`config.mk`:
```
export PLATFORM = sky130hd
export DESIGN_NAME = sm_trace_buffer_flat
export DESIGN_NICKNAME = d
export VERILOG_FILES = /design/src/rtl/sm_trace_buffer_if.sv /design/src/rtl/sm_trace_buffer.sv /design/src/flat_wrapper.sv
export SDC_FILE = /design/constraint.sdc
export NUM_CORES = 1
export LEC_CHECK = 0
export BUFFER_PORTS_ARGS = -buffer_cell sky130_fd_sc_hd__buf_4
export CAP_MARGIN = 0
export CORE_AREA = 10 10 308 310
export DETAILED_ROUTE_END_ITERATION = 6
export DIE_AREA = 0 0 318 320
export PLACE_DENSITY = 0.79
export REMOVE_ABC_BUFFERS = 1
export SETUP_SLACK_MARGIN = 0.3
export SYNTH_ARGS = -nofsm -noshare
export SYNTH_HDL_FRONTEND = slang
export SYNTH_SLANG_ARGS = --single-unit
```
`constraint.sdc`:
```
create_clock -name clk -period 10.3 [get_ports clk]
set_input_delay 0.515 -clock clk [delete_from_list [all_inputs] [get_ports clk]]
set_output_delay 0.515 -clock clk [all_outputs]
set_load 0.05 [all_outputs]
```
`src/rtl/sm_trace_buffer_if.sv`:
```
// sm_trace_buffer_if: retired-instruction stream and trace readout bus for sm_trace_buffer
//   cpu_valid/cpu_pc/cpu_instr : retired instruction from the core
//   rd_idx                     : readout index, 0 = oldest entry
//   rd_pc/rd_instr/rd_cycle    : registered readout data
//   master = core/debugger side, slave = trace buffer side
interface sm_trace_buffer_if #(
   parameter int DEPTH   = 16,
   parameter int CYCLE_W = 16
);
   localparam int AW = $clog2(DEPTH);
   logic               cpu_valid;
   logic [31:0]        cpu_pc;
   logic [31:0]        cpu_instr;
   logic [AW-1:0]      rd_idx;
   logic [31:0]        rd_pc;
   logic [31:0]        rd_instr;
   logic [CYCLE_W-1:0] rd_cycle;
   modport master (
      output cpu_valid, cpu_pc, cpu_instr, rd_idx,
      input  rd_pc, rd_instr, rd_cycle
   );
   modport slave (
      input  cpu_valid, cpu_pc, cpu_instr, rd_idx,
      output rd_pc, rd_instr, rd_cycle
   );
endinterface

```
`src/rtl/sm_trace_buffer.sv`:
```
// sm_trace_buffer: circular instruction trace buffer with PC/instr trigger, post-trigger capture, timeout and stop
//   clk, rst (async, active-high)   : clock and reset
//   bus (slave)                     : retired instruction stream in, trace readout out
//   arm, stop                       : start a run / end a run manually
//   trig_mode, trig_value           : 00 none, 01 PC match, 10 instr match, 11 either
//   timeout                         : capture cycle limit, 0 disables
//   count, cycle                    : valid entries, current capture cycle
//   busy, done, trig_hit, timeout_hit : run status
module sm_trace_buffer #(
   parameter int DEPTH     = 16,
   parameter int CYCLE_W   = 16,
   parameter int POST_TRIG = 4,
   localparam int AW       = $clog2(DEPTH)
) (
   input  logic               clk,
   input  logic               rst,
   sm_trace_buffer_if.slave   bus,
   input  logic               arm,
   input  logic               stop,
   input  logic [1:0]         trig_mode,
   input  logic [31:0]        trig_value,
   input  logic [CYCLE_W-1:0] timeout,
   output logic [AW:0]        count,
   output logic [CYCLE_W-1:0] cycle,
   output logic               busy,
   output logic               done,
   output logic               trig_hit,
   output logic               timeout_hit
);
   localparam logic [1:0] IDLE    = 2'd0;
   localparam logic [1:0] CAPTURE = 2'd1;
   localparam logic [1:0] POST    = 2'd2;
   localparam logic [1:0] DONE    = 2'd3;
   localparam logic [AW:0] FULL   = (AW+1)'(DEPTH);
   logic [1:0]         state, nextState;
   logic [AW-1:0]      wrPtr, postCnt, rdAddr;
   logic               active, start, wrEn, trigNow, toNow, endNow, lastPost;
   logic [31:0]        memPc    [DEPTH];
   logic [31:0]        memInstr [DEPTH];
   logic [CYCLE_W-1:0] memCycle [DEPTH];
   assign busy     = active;
   assign done     = state == DONE;
   assign active   = state == CAPTURE || state == POST;
   assign start    = arm && (state == IDLE || state == DONE);
   assign wrEn     = active && bus.cpu_valid;
   assign trigNow  = state == CAPTURE && bus.cpu_valid &&
                     ((trig_mode[0] && bus.cpu_pc == trig_value) ||
                      (trig_mode[1] && bus.cpu_instr == trig_value));
   assign toNow    = active && timeout != '0 && cycle == timeout;
   assign endNow   = (active && stop) || toNow;
   assign lastPost = state == POST && bus.cpu_valid && postCnt == AW'(1);
   // Index 0 is the oldest entry, i.e. count entries behind the write pointer.
   assign rdAddr   = wrPtr - count[AW-1:0] + bus.rd_idx;
   always_comb begin
      nextState = (state == CAPTURE) ? (endNow ? DONE : trigNow ? ((POST_TRIG == 0) ? DONE : POST) : CAPTURE) :
                  (state == POST)    ? ((endNow || lastPost) ? DONE : POST) :
                  start              ? CAPTURE : state;
   end
   always_ff @(posedge clk or posedge rst)
      if (rst) begin
         state        <= IDLE;
         wrPtr        <= '0;
         postCnt      <= '0;
         count        <= '0;
         cycle        <= '0;
         trig_hit     <= 1'b0;
         timeout_hit  <= 1'b0;
         bus.rd_pc    <= '0;
         bus.rd_instr <= '0;
         bus.rd_cycle <= '0;
      end else begin
         state <= nextState;
         if (start) begin
            wrPtr       <= '0;
            count       <= '0;
            cycle       <= '0;
            trig_hit    <= 1'b0;
            timeout_hit <= 1'b0;
         end else if (active) begin
            if (cycle != '1) cycle <= cycle + 1'b1;
            if (bus.cpu_valid) begin
               wrPtr <= wrPtr + 1'b1;
               if (count != FULL) count <= count + 1'b1;
            end
            if (trigNow) begin
               trig_hit <= 1'b1;
               postCnt  <= AW'(POST_TRIG);
            end else if (state == POST && bus.cpu_valid) postCnt <= postCnt - 1'b1;
            if (toNow) timeout_hit <= 1'b1;
         end
         // Memory reads are taken before this edge's write lands, so a same-address
         // read returns the old contents.
         bus.rd_pc    <= ({1'b0, bus.rd_idx} < count) ? memPc[rdAddr]    : '0;
         bus.rd_instr <= ({1'b0, bus.rd_idx} < count) ? memInstr[rdAddr] : '0;
         bus.rd_cycle <= ({1'b0, bus.rd_idx} < count) ? memCycle[rdAddr] : '0;
      end
   always_ff @(posedge clk)
      if (wrEn && !rst) begin
         memPc[wrPtr]    <= bus.cpu_pc;
         memInstr[wrPtr] <= bus.cpu_instr;
         memCycle[wrPtr] <= cycle;
      end
endmodule

```
`src/flat_wrapper.sv`:
```
// flat-port wrapper written by rule: the top's interface ports become plain ports
module sm_trace_buffer_flat 
#(
   parameter int DEPTH     = 16,
   parameter int CYCLE_W   = 16,
   parameter int POST_TRIG = 4,
   localparam int AW       = $clog2(DEPTH)
)
  (clk, rst, arm, stop, trig_mode, trig_value, timeout, count, cycle, busy, done, trig_hit, timeout_hit, bus_cpu_valid, bus_cpu_pc, bus_cpu_instr, bus_rd_idx, bus_rd_pc, bus_rd_instr, bus_rd_cycle);
  sm_trace_buffer_if #(.DEPTH(DEPTH), .CYCLE_W(CYCLE_W)) bus_i ();
  input  logic clk;
  input  logic rst;
  input  logic arm;
  input  logic stop;
  input  logic [1:0] trig_mode;
  input  logic [31:0] trig_value;
  input  logic [CYCLE_W-1:0] timeout;
  output logic [AW:0] count;
  output logic [CYCLE_W-1:0] cycle;
  output logic busy;
  output logic done;
  output logic trig_hit;
  output logic timeout_hit;
  input wire logic [$bits(bus_i.cpu_valid)-1:0] bus_cpu_valid;
  input wire logic [$bits(bus_i.cpu_pc)-1:0] bus_cpu_pc;
  input wire logic [$bits(bus_i.cpu_instr)-1:0] bus_cpu_instr;
  input wire logic [$bits(bus_i.rd_idx)-1:0] bus_rd_idx;
  output wire logic [$bits(bus_i.rd_pc)-1:0] bus_rd_pc;
  output wire logic [$bits(bus_i.rd_instr)-1:0] bus_rd_instr;
  output wire logic [$bits(bus_i.rd_cycle)-1:0] bus_rd_cycle;
  assign bus_i.cpu_valid = bus_cpu_valid;
  assign bus_i.cpu_pc = bus_cpu_pc;
  assign bus_i.cpu_instr = bus_cpu_instr;
  assign bus_i.rd_idx = bus_rd_idx;
  assign bus_rd_pc = bus_i.rd_pc;
  assign bus_rd_instr = bus_i.rd_instr;
  assign bus_rd_cycle = bus_i.rd_cycle;
  sm_trace_buffer #(.DEPTH(DEPTH), .CYCLE_W(CYCLE_W), .POST_TRIG(POST_TRIG)) u_core (.clk(clk), .rst(rst), .bus(bus_i), .arm(arm), .stop(stop), .trig_mode(trig_mode), .trig_value(trig_value), .timeout(timeout), .count(count), .cycle(cycle), .busy(busy), .done(done), .trig_hit(trig_hit), .timeout_hit(timeout_hit));
endmodule
```
==> flow_results.org <==
** Status
- Status :: finished, final reports clean

** Detailed routing
- Routed wire length per instance :: 32.3 um
- For this block, the initial DRC count from the detailed router was 3497.
- First drt pass iteration count :: 5
- Number of nets still failing antenna checks after routing :: 0
- After detailed routing, the number of vias per cell comes to 6.70.
- Wires add up to 131000 um.
- Remaining DRCs :: 0
- Via count :: 27200

** Timing
- Final-report max-slew violation count :: 0
- For this run, the top clock speed supported by timing is 210 MHz.
- The routed design could run at a clock period as short as 4.76 ns.
- Setup violations remaining at the end of the flow were counted as 0.
- Final Cycle Share :: 46.2%
- Headroom to the max-slew limit :: 19.4%
- Least-Margin Pin Slew :: 1.21 ns
- The number of failing hold endpoints at the final stage is 0.
- Adding up every negative setup slack in the final design gives 0 ns.
- Final clock skew :: 0.0317 ns
- After layout, the worst setup slack is 5.54 ns.
- Final hold analysis gives a worst-case slack of 0.0835 ns.
- RSZ-0062 raised after global routing :: no

** Placed design
- Port bufs :: 227
- The congestion estimate from routability-driven global placement came to 0.834.
- Counting tap cells, the placed design contains a total of 3797 instances.
- The wire-length estimate of the detail-placed layout is 67300 um.
- Summing all placed instances gives a cell area of 56900 sq um.
- DP Worst Slack :: 5.49 ns

** Logic synthesis
- By area the synthesized netlist is led by edfxtp_1 71%, mux4_2 13%, dfrtp_1 5.3%.
- List of most frequent post-synthesis cells :: 1280 x edfxtp_1, 320 x mux4_2, 161 x a211oi_1
- Share of async-settable or async-resettable flops after synthesis :: 8.11%
- Post-synthesis cell type count :: 48
- After synthesis, flip-flops and latches occupy 76.7% of the total area.
- For this run, the number of Yosys warnings is 0.
- edfxtp_1 is the most common cell in the netlist.
- After synthesis, the mean cell area works out to 21.6 sq um.
- In the synthesized netlist the dominant register cell turns out to be edfxtp_1.
- In this run, synthesis inferred 1280 flip-flops with an integrated enable.
- Post-synth top area cell :: edfxtp_1
- After technology mapping, the gate count stands at 2490.
- Portion of synthesized cell area occupied by the leading cell type :: 71.5%
- Syn Std Cell Area :: 53800 sq um
- #FFs+latches synth :: 1393

** Cells and area
- Number of fill cells in the layout :: 5042
- Number of nets in the final layout :: 2918
- Synth-to-Final Area Change :: 14.4%
- Layout cells sized above 1 :: 28.0%
- After routing the design area is 61500 sq um.
- Non-filler instance count after layout :: 4056

** Floorplan
- The core region is 88200 sq um.
- Total Die Area :: 102000 sq um
- Starting Density :: 60.9%
- The floorplan has 109 rows.
- Die H :: 320 um
- During I/O placement, the number of pins put on the boundary was 228.
- The die is 318 um wide.

** Setup path
- Element type at the critical path end :: flip-flop
- At the worst endpoint, the arrival time is 5.33 ns.
- The setup check on the worst reg-to-reg path leaves a slack of 5.54 ns.
- Top fanout value on the critical path :: 162
- Critical path type :: flip-flop to flip-flop
- CP Launch Type :: flip-flop
- Critical path required time :: 10.87 ns

** Pwr
- IR analysis of the VDD net gives a maximum drop of 1.18 mV.
- Power spread over the standard cell area amounts to 350 nW/um^2.
- For this design the static power due to leakage is 20.4 nW.

** CTS
- After clock tree synthesis, the setup repair step added 0 buffers.
- Counting the buffers created by CTS gives 137.
- Number of buffers on the longest clock path :: 3
- Clock tree sinks :: 1393
- After clock tree synthesis, the repair step resized 0 gates.
- Clock input transition at the sequential cells of the worst setup and hold paths :: 0.07 ns
- H-tree levels :: 4
- Root buffer cell :: clkbuf_16
- For the worst-skew pair, the clock arrives at the later sink with an insertion delay of 0.75 ns.
- TritonCTS built the clock tree.

** Global route
- Global-route wire length before repair :: 192000 um
- Entering global routing, the biggest net connects 173 pins.
- Total congestion overflow after global routing :: 0
- Vias in the first global route :: 28400
- Global routing used 25.8% of the available tracks.
- The initial antenna violation count is 15.

** Flow run
- Max-cap violations in this run came to 0.

** Hold path
- The worst hold path belongs to the class input port to flip-flop.
final cells by class:
cell class | instances | area, sq um | area share (%)
Multi-Input combinational cell | 944 | 12000 | 19.5
Sequential cell | 1393 | 41300 | 67.1
Clock inverter | 67 | 816 | 1.33
Antenna cell | 4 | 10.0 | 0.0163
Timing Repair Buffer | 274 | 2120 | 3.45
Tap cell | 1165 | 1460 | 2.37
Inverter | 23 | 91.3 | 0.148
Clock buffer | 186 | 3730 | 6.07
flip-flops by register name, summed over array words and instances (netlist names):
signal,count
u_core.bus.rd_cycle,16
u_core.memInstr,512
u_core.postCnt,4
u_core.wrPtr,4
u_core.memPc,512
u_core.count,5
u_core.bus.rd_instr,32
u_core.trig_hit,1
u_core.timeout_hit,1
u_core.memCycle,256
u_core.bus.rd_pc,32
u_core.state,2
u_core.cycle,16
power by group:
group	internal, W	switching [W]
clock	0.00292	0.00209
combinational	0.00434	0.00548
sequential	0.00651	0.000193
kinds of logic after synthesis:
| logic type | count (synthesis) | synth area share, % |
|---|---|---|
| and+or+nand+nor | 226 | 2.31 |
| buffers and inverters | 153 | 1.22 |
| AOI/OAI and AO/OA | 196 | 2.67 |
| DFF | 1393 | 76.7 |
| muxes | 403 | 14.9 |
| xor gates and xnor gates | 97 | 1.58 |
| adders and majority gates | 22 | 0.554 |
critical path, stage by stage, from the launching register on:
cell and delay [ns]:
dfrtp_1 0.43, inv_1 0.12, fa_1 0.50, inv_1 0.07
fa_4 0.80, buf_12 0.61, buf_4 0.80, mux4_2 0.43
nor2b_1 0.15, a211oi_1 0.30, a211oi_1 0.09
worst paths after layout:
path                                            to  cells past startpoint               start
max                           u_core.bus.rd_pc[22]                     10     u_core.wrPtr[1]
min                          u_core.memInstr[6][1]                      1    bus_cpu_instr[1]
max reg2reg                   u_core.bus.rd_pc[22]                     10     u_core.wrPtr[1]
min reg2reg                     u_core.timeout_hit                      1  u_core.timeout_hit
max in group asynchronous  u_core.bus.rd_instr[24]                      4                 rst
min in group asynchronous          u_core.count[2]                      3                 rst
layout by cell type (no fill, tap or decap), drive strengths merged, types with 47 or more instances in the layout:
cell    instances
edfxtp       1280
mux4          320
buf           272
clkbuf        186
a211oi        161
dfrtp         113
mux2i          83
nor2b          81
xnor2          64
clkinv         47
timing repair:
| action | in CTS | in global routing |
|---|---|---|
| endpoints found under the setup margin | 0 | 0 |
| hold endpoints to repair | 14 | 0 |
| hold buffers | 2 | 0 |
per-stage QoR:
stage          power, W  utilization [%]
2_1_floorplan    0.0122                -
3_3_place_gp     0.0163             64.5
3_5_place_dp     0.0165             64.5
4_1_cts          0.0216             69.7
5_1_grt          0.0224             69.7
6_report         0.0215             69.7
per-layer routing:
metal  vias to the layer above  global-route usage, %  wire, um
met2                      1702                   40.9     64100
met4                        22                   8.88      3790
met1                     14300                   34.7     48900
met5                         -                      0       139
met3                       272                   6.81     13900
li1                      10900                      -         -
Power figures use the tool's default switching activity.
